### config.mk
export PLATFORM = sky130hd
export DESIGN_NAME = ibuf_win_ctrl_flat
export DESIGN_NICKNAME = d
export VERILOG_FILES = /design/src/rtl/ibuf_win_ctrl_if.sv /design/src/rtl/ibuf_win_ctrl.sv /design/src/flat_wrapper.sv
export SDC_FILE = /design/constraint.sdc
export NUM_CORES = 1
export LEC_CHECK = 0
export CAP_MARGIN = 30
export CORE_AREA = 10 10 113 115
export DETAILED_ROUTE_END_ITERATION = 6
export DIE_AREA = 0 0 123 125
export PLACE_DENSITY_LB_ADDON = 0.05
export REMOVE_ABC_BUFFERS = 1
export SYNTH_ARGS = -nofsm -noshare
export SYNTH_HDL_FRONTEND = slang
export SYNTH_SLANG_ARGS = --single-unit
export TNS_END_PERCENT = 30
### constraint.sdc
create_clock -name clk -period 3.3 [get_ports clk]
set_input_delay 0.825 -clock clk [delete_from_list [all_inputs] [get_ports clk]]
set_output_delay 0.825 -clock clk [all_outputs]
set_load 0.005 [all_outputs]
### src/rtl/ibuf_win_ctrl_if.sv
// Handshake/bus bundle for ibuf_win_ctrl: job control, row-load and window ports.
// Optional WIN_CTRL_PERF_EN adds the perf_stall_cnt / perf_load_cnt counters.
interface ibuf_win_ctrl_if #(
    parameter int unsigned CW = 8,
    parameter int unsigned RW = 8
);
    logic          start;
    logic [CW-1:0] cfg_cols;
    logic [RW-1:0] cfg_rows;
    logic          busy;
    logic          done;
    logic          cfg_err;
    logic          ld_req;
    logic [1:0]    ld_row_sel;
    logic          ld_ack;
    logic [2:0]    mux_ctrl;
    logic          win_valid;
    logic          win_ready;
    logic [CW-1:0] win_col;
    logic [RW-1:0] win_row;
`ifdef WIN_CTRL_PERF_EN
    logic [31:0]   perf_stall_cnt;
    logic [31:0]   perf_load_cnt;
`endif

    modport master (
        input  start, cfg_cols, cfg_rows, ld_ack, win_ready,
        output busy, done, cfg_err, ld_req, ld_row_sel, mux_ctrl,
        output win_valid, win_col, win_row
`ifdef WIN_CTRL_PERF_EN
        , output perf_stall_cnt, perf_load_cnt
`endif
    );

    modport slave (
        output start, cfg_cols, cfg_rows, ld_ack, win_ready,
        input  busy, done, cfg_err, ld_req, ld_row_sel, mux_ctrl,
        input  win_valid, win_col, win_row
`ifdef WIN_CTRL_PERF_EN
        , input perf_stall_cnt, perf_load_cnt
`endif
    );
endinterface

### src/rtl/ibuf_win_ctrl.sv
// Scheduler for the 3x3 input-buffer window bank: row loads, rotation-mux ctrl, window issue.
// Define WIN_CTRL_PERF_EN to add the stall/load-wait performance counters.
module ibuf_win_ctrl #(
    parameter int unsigned CW = 8,
    parameter int unsigned RW = 8
) (
    input  logic             clk,
    input  logic             rst_n,
    ibuf_win_ctrl_if.master  bus
);

    typedef enum logic [2:0] {
        S_IDLE,
        S_FILL,
        S_RUN,
        S_LOAD,
        S_DONE
    } state_t;

    state_t        state_q;
    logic [CW-1:0] cols_q;
    logic [RW-1:0] rows_q;
    logic [1:0]    rp_q;
    logic          cp_q;
    logic [CW-1:0] win_col_q;
    logic [RW-1:0] win_row_q;
    logic [1:0]    sel_q;
    logic          ld_req_q;
    logic          win_valid_q;
    logic          busy_q;
    logic          done_q;
    logic          cfg_err_q;
    logic [2:0]    mux_q;

    logic          hs_d;
    logic          ack_d;
    logic          last_col_d;
    logic          last_row_d;
    logic          cfg_bad_d;
    logic [1:0]    rp_d;

    // Row phase selects which bank row is oldest; column phase ping-pongs per window.
    function automatic logic [2:0] ctrl_code(input logic [1:0] rp, input logic cp);
        logic [2:0] code;
        case ({rp, cp})
            3'b000:  code = 3'b000;
            3'b001:  code = 3'b001;
            3'b011:  code = 3'b010;
            3'b010:  code = 3'b011;
            3'b100:  code = 3'b100;
            3'b101:  code = 3'b101;
            default: code = 3'b000;
        endcase
        return code;
    endfunction

    assign hs_d       = win_valid_q & bus.win_ready;
    assign ack_d      = ld_req_q & bus.ld_ack;
    assign last_col_d = (win_col_q == cols_q - CW'(1));
    assign last_row_d = (win_row_q == rows_q - RW'(3));
    assign cfg_bad_d  = (bus.cfg_rows < RW'(3)) || (bus.cfg_cols == '0);
    assign rp_d       = (rp_q == 2'd2) ? 2'd0 : rp_q + 2'd1;

    always_ff @(posedge clk or negedge rst_n) begin
        if (!rst_n) begin
            state_q     <= S_IDLE;
            cols_q      <= '0;
            rows_q      <= '0;
            rp_q        <= '0;
            cp_q        <= 1'b0;
            win_col_q   <= '0;
            win_row_q   <= '0;
            sel_q       <= '0;
            ld_req_q    <= 1'b0;
            win_valid_q <= 1'b0;
            busy_q      <= 1'b0;
            done_q      <= 1'b0;
            cfg_err_q   <= 1'b0;
            mux_q       <= '0;
        end else begin
            done_q    <= 1'b0;
            cfg_err_q <= 1'b0;
            case (state_q)
                S_IDLE: begin
                    if (bus.start) begin
                        cols_q    <= bus.cfg_cols;
                        rows_q    <= bus.cfg_rows;
                        rp_q      <= '0;
                        cp_q      <= 1'b0;
                        win_col_q <= '0;
                        win_row_q <= '0;
                        busy_q    <= 1'b1;
                        if (cfg_bad_d) begin
                            done_q    <= 1'b1;
                            cfg_err_q <= 1'b1;
                            state_q   <= S_DONE;
                        end else begin
                            ld_req_q <= 1'b1;
                            sel_q    <= '0;
                            mux_q    <= 3'b000;
                            state_q  <= S_FILL;
                        end
                    end
                end
                S_FILL: begin
                    if (ack_d) begin
                        if (sel_q == 2'd2) begin
                            ld_req_q    <= 1'b0;
                            win_valid_q <= 1'b1;
                            mux_q       <= ctrl_code(rp_q, cp_q);
                            state_q     <= S_RUN;
                        end else begin
                            sel_q <= sel_q + 2'd1;
                        end
                    end
                end
                S_RUN: begin
                    if (hs_d) begin
                        if (last_col_d) begin
                            win_valid_q <= 1'b0;
                            if (last_row_d) begin
                                done_q  <= 1'b1;
                                state_q <= S_DONE;
                            end else begin
                                win_col_q <= '0;
                                cp_q      <= 1'b0;
                                ld_req_q  <= 1'b1;
                                sel_q     <= rp_q;
                                state_q   <= S_LOAD;
                            end
                        end else begin
                            cp_q      <= ~cp_q;
                            win_col_q <= win_col_q + CW'(1);
                            mux_q     <= ctrl_code(rp_q, ~cp_q);
                        end
                    end
                end
                S_LOAD: begin
                    // The oldest row is overwritten, so the phase advances past it.
                    if (ack_d) begin
                        ld_req_q    <= 1'b0;
                        rp_q        <= rp_d;
                        win_row_q   <= win_row_q + RW'(1);
                        win_valid_q <= 1'b1;
                        mux_q       <= ctrl_code(rp_d, 1'b0);
                        state_q     <= S_RUN;
                    end
                end
                S_DONE: begin
                    busy_q  <= 1'b0;
                    state_q <= S_IDLE;
                end
                default: state_q <= S_IDLE;
            endcase
        end
    end

    assign bus.busy       = busy_q;
    assign bus.done       = done_q;
    assign bus.cfg_err    = cfg_err_q;
    assign bus.ld_req     = ld_req_q;
    assign bus.ld_row_sel = sel_q;
    assign bus.mux_ctrl   = mux_q;
    assign bus.win_valid  = win_valid_q;
    assign bus.win_col    = win_col_q;
    assign bus.win_row    = win_row_q;

`ifdef WIN_CTRL_PERF_EN
    logic [31:0] stall_cnt_q;
    logic [31:0] load_cnt_q;

    always_ff @(posedge clk or negedge rst_n) begin
        if (!rst_n) begin
            stall_cnt_q <= '0;
            load_cnt_q  <= '0;
        end else if (state_q == S_IDLE && bus.start) begin
            stall_cnt_q <= '0;
            load_cnt_q  <= '0;
        end else begin
            if (win_valid_q && !bus.win_ready && stall_cnt_q != '1)
                stall_cnt_q <= stall_cnt_q + 32'd1;
            if (ld_req_q && !bus.ld_ack && load_cnt_q != '1)
                load_cnt_q <= load_cnt_q + 32'd1;
        end
    end

    assign bus.perf_stall_cnt = stall_cnt_q;
    assign bus.perf_load_cnt  = load_cnt_q;
`endif

endmodule
### src/flat_wrapper.sv
// flat-port wrapper written by rule: the top's interface ports become plain ports
module ibuf_win_ctrl_flat 
#(
    parameter int unsigned CW = 8,
    parameter int unsigned RW = 8
)
  (clk, rst_n, bus_start, bus_cfg_cols, bus_cfg_rows, bus_ld_ack, bus_win_ready, bus_busy, bus_done, bus_cfg_err, bus_ld_req, bus_ld_row_sel, bus_mux_ctrl, bus_win_valid, bus_win_col, bus_win_row);
  ibuf_win_ctrl_if #(.CW(CW), .RW(RW)) bus_i ();
  input  logic clk;
  input  logic rst_n;
  input wire logic [$bits(bus_i.start)-1:0] bus_start;
  input wire logic [$bits(bus_i.cfg_cols)-1:0] bus_cfg_cols;
  input wire logic [$bits(bus_i.cfg_rows)-1:0] bus_cfg_rows;
  input wire logic [$bits(bus_i.ld_ack)-1:0] bus_ld_ack;
  input wire logic [$bits(bus_i.win_ready)-1:0] bus_win_ready;
  output wire logic [$bits(bus_i.busy)-1:0] bus_busy;
  output wire logic [$bits(bus_i.done)-1:0] bus_done;
  output wire logic [$bits(bus_i.cfg_err)-1:0] bus_cfg_err;
  output wire logic [$bits(bus_i.ld_req)-1:0] bus_ld_req;
  output wire logic [$bits(bus_i.ld_row_sel)-1:0] bus_ld_row_sel;
  output wire logic [$bits(bus_i.mux_ctrl)-1:0] bus_mux_ctrl;
  output wire logic [$bits(bus_i.win_valid)-1:0] bus_win_valid;
  output wire logic [$bits(bus_i.win_col)-1:0] bus_win_col;
  output wire logic [$bits(bus_i.win_row)-1:0] bus_win_row;
  assign bus_i.start = bus_start;
  assign bus_i.cfg_cols = bus_cfg_cols;
  assign bus_i.cfg_rows = bus_cfg_rows;
  assign bus_i.ld_ack = bus_ld_ack;
  assign bus_i.win_ready = bus_win_ready;
  assign bus_busy = bus_i.busy;
  assign bus_done = bus_i.done;
  assign bus_cfg_err = bus_i.cfg_err;
  assign bus_ld_req = bus_i.ld_req;
  assign bus_ld_row_sel = bus_i.ld_row_sel;
  assign bus_mux_ctrl = bus_i.mux_ctrl;
  assign bus_win_valid = bus_i.win_valid;
  assign bus_win_col = bus_i.win_col;
  assign bus_win_row = bus_i.win_row;
  ibuf_win_ctrl #(.CW(CW), .RW(RW)) u_core (.clk(clk), .rst_n(rst_n), .bus(bus_i));
endmodule
==> results.ini <==
[detailed_routing]
wire_per_inst_microns = 16.2
drt.antenna.violating_nets = 0
drt-initial-drc-count = 144
drt-pass1-iter-count = 5
vias = 2440
detail_route.drc_violations = 0
via_per_inst = 4.87
routed_wl_mm = 8.11

[timing]
timing.final.crit_period_ns = 2.98
unrepaired_setup_endpoints_after_global_routing = no
hold_viol = 0
min_period_over_period = 0.902
tightest_slew_ns = 0.736
worst_hold_margin_ns = 0.465
timing.max_slew.rel_slack = 0.510
report.final.slew_viol_count = 0
worst_clock_skew_ns = 0.00837
final.setup.tns_ns = 0
clock.fmax_mhz = 336
finalSetupViolations = 0

[worst_setup_path]
crit_type = in2reg
crit_required_ns = 3.49
crit_path_cell_trace = clkdlybuf4s50_1 -> or4_1 -> a2111oi_0 -> a21oi_1 -> nor2b_1 -> a211oi_1 -> o21ai_2 -> mux2_1
arrival_time_at_the_worst_endpoint_ns = 3.17
crit_path_max_fanout = 3
max_stage_delay_ns = 0.53
cp-start-kind = input pin
worst_setup_slack_for_register_to_register_paths_ns = 0.63
cpMaxStageDelayCell = or4_1
critPathCaptureType = flop

[global_routing]
gr-usage-met1 = 0.141
global_route.usage.total = 0.106
groute.layer.met3.usage = 0.0225
wire_length_of_the_first_global_routing_pass_mm = 13.4
pin_count_of_the_biggest_net_entering_global_routing = 29
globalRoute.totalOverflow = 0
grt_pass1_vias = 2485
grt_use_met2 = 0.173
number_of_antenna_violations_at_the_first_check_in_global_routing = 0
global_route.peak_usage_layer = met2

[synthesis]
asyncSetResetFlopFracSynth = 1.00
synth_seq_cells = 48
postSynthCellCount = 313
synth-seq-area-share = 0.400
syn-cell-area_sq_um = 3010
synthFlopType = dfrtp_1
ys_warn_count = 0
synth_enable_flop_cells = 0
synth_area_per_cell_sq_um = 9.60
synth_cell_types = 58

[status]
run_status = finished, final reports clean

[clock_tree]
cts_max_level = 2
holdBufCountCts = 0
cts_resized = 0
tritoncts.num_buffers = 5
clk_path_buf_depth = 2
clock_tree.root_cell = clkbuf_8
postCtsSetupBuffers = 0
tritoncts_num_sinks = 48
clkTransAtPathRegs_ns = 0.10
worstSkewPairLatency_ns = 0.31
tritoncts = yes

[place]
numPortBuffers = 46
finalWeightedCongestion = 0.744
detailedPlacementHpwl_mm = 6.13
placed_cell_area_sq_um = 3630

[floorplan]
fp.dieW_microns = 123
fp.coreArea_sq_um = 10600
die_h_microns = 125
floorplan.rows = 38
fp.dieArea_sq_um = 15400
ios = 47
initial_utilization = 0.283

[layout]
nNetsFinal = 391
antenna_cells_inserted = 0
design_area_sq_um = 3750
finalCoreUtilization = 0.353
flow.area_growth_from_synthesis_pct = 24.6
final_layout_size_suffix_gt1_frac = 0.125

[flow_run]
drv.max_cap_violation_count = 0

[power]
fin_total_pwr_uw = 1080
power-per-cell-area_nw_per_um2 = 288
leakagePower_uw = 0.00160
worst_ir_drop_vdd_v = 0.000148

[hold_path]
timing.hold.worst.class = in2async

-- cell usage after synthesis (3+ instances only) --
| library cell | instances | area [sq um] |
|---|---|---|
| nand2_1 | 26 | 97.6 |
| a21oi_1 | 17 | 85.1 |
| clkbuf_1 | 9 | 33.8 |
| xnor2_1 | 14 | 123 |
| a22oi_1 | 3 | 22.5 |
| o21ai_0 | 15 | 75.1 |
| nand3_1 | 4 | 20.0 |
| nor3_1 | 13 | 65.1 |
| o21ai_1 | 7 | 35.0 |
| mux2_1 | 3 | 33.8 |
| ha_1 | 10 | 125 |
| xor2_1 | 8 | 70.1 |
| mux2i_1 | 3 | 30.0 |
| mux2_2 | 16 | 180 |
| a211o_1 | 3 | 26.3 |
| inv_1 | 10 | 37.5 |
| or4_1 | 3 | 22.5 |
| nand2b_1 | 6 | 37.5 |
| o211ai_1 | 3 | 22.5 |
| and3_1 | 3 | 18.8 |
| nor2_1 | 27 | 101 |
| nor2b_1 | 10 | 62.6 |
| and2_1 | 4 | 25.0 |
| dfrtp_1 | 48 | 1200 |
| nand4_1 | 4 | 25.0 |
-- registers in the layout (all words and copies together) (netlist names) --
register and flops:
u_core.bus.busy 1, u_core.bus.cfg_err 1, u_core.bus.done 1, u_core.bus.ld_req 1, u_core.bus.ld_row_sel 2, u_core.bus.mux_ctrl 3, u_core.bus.win_col 8, u_core.bus.win_row 8
u_core.bus.win_valid 1, u_core.cols_q 8, u_core.cp_q 1, u_core.rows_q 8, u_core.rp_q 2, u_core.state_q 3
-- cells in the final DEF, fill, tap and decap left out, drive strengths merged, types with 5 or more instances in the layout --
cell	n
clkbuf	5
inv	11
nor2	27
nand2	27
xnor2	14
buf	6
ha	10
nand2b	6
nor3	13
mux2	21
xor2	8
nor2b	10
a21oi	17
nand3	5
dfrtp	48
clkdlybuf4s50	45
o21ai	23
-- per-layer routing --
| layer | vias to the layer above | part of all wire |
|---|---|---|
| met4 | 0 | 0.0076 |
| met5 | - | 0 |
| li1 | 1220 | - |
| met1 | 1171 | 0.47 |
| met3 | 6 | 0.044 |
| met2 | 43 | 0.48 |
-- worst max-delay path, delay by kind of cell --
kind	cells	cell delay [ns]
AOI/OAI and AO/OA	4	0.82
buffers and inverters	1	0.43
and+or+nand+nor	2	0.75
muxes	1	0.35
-- metrics by stage --
step           setup WS (ns)  instances
2_1_floorplan          0.704        302
3_3_place_gp          0.0104        493
3_5_place_dp         -0.0334        493
4_1_cts                0.289        501
5_1_grt               0.0472        501
6_report               0.323        501
-- power by group --
part	leakage, uW	switching [uW]	total (uW)	internal [uW]
sequential	0.000640	0	588	588
combinational	0.000905	20.8	43.6	22.8
clock	0.0000548	220	449	229
-- logic make-up (layout without fill, tap and decap cells) --
| family | after synthesis | in the layout | share of synthesized area |
|---|---|---|---|
| AOI/OAI and AO/OA | 71 | 71 | 0.167 |
| muxes | 24 | 24 | 0.0912 |
| xor gates and xnor gates | 22 | 22 | 0.0641 |
| DFF | 48 | 48 | 0.400 |
| buffers and inverters | 21 | 69 | 0.0266 |
| adders and majority gates | 10 | 10 | 0.0416 |
| and+or+nand+nor | 117 | 117 | 0.210 |
-- final cells by class --
type / instances / area [sq um]
Fill cell: 1101 / 6860
Sequential cell: 48 / 1200
Clock inverter: 3 / 46.3
Tap cell: 140 / 175
Inverter: 10 / 37.5
Multi-Input combinational cell: 244 / 1720
Timing Repair Buffer: 51 / 493
Clock buffer: 5 / 68.8
-- path summary, 6_finish.rpt --
check | startpoint | to | cells after the start
min in group clk | u_core.bus.mux_ctrl[0] | u_core.bus.mux_ctrl[0] | 1
worst max-delay path | bus_cfg_rows[6] | u_core.bus.mux_ctrl[2] | 8
worst min-delay path | rst_n | u_core.cols_q[2] | 1
worst max register to register | u_core.rows_q[0] | u_core.bus.ld_row_sel[0] | 8
worst min register to register | u_core.bus.mux_ctrl[0] | u_core.bus.mux_ctrl[0] | 1
max in group asynchronous | rst_n | u_core.bus.mux_ctrl[1] | 2
Note: power is estimated with default switching activity, not from simulation.
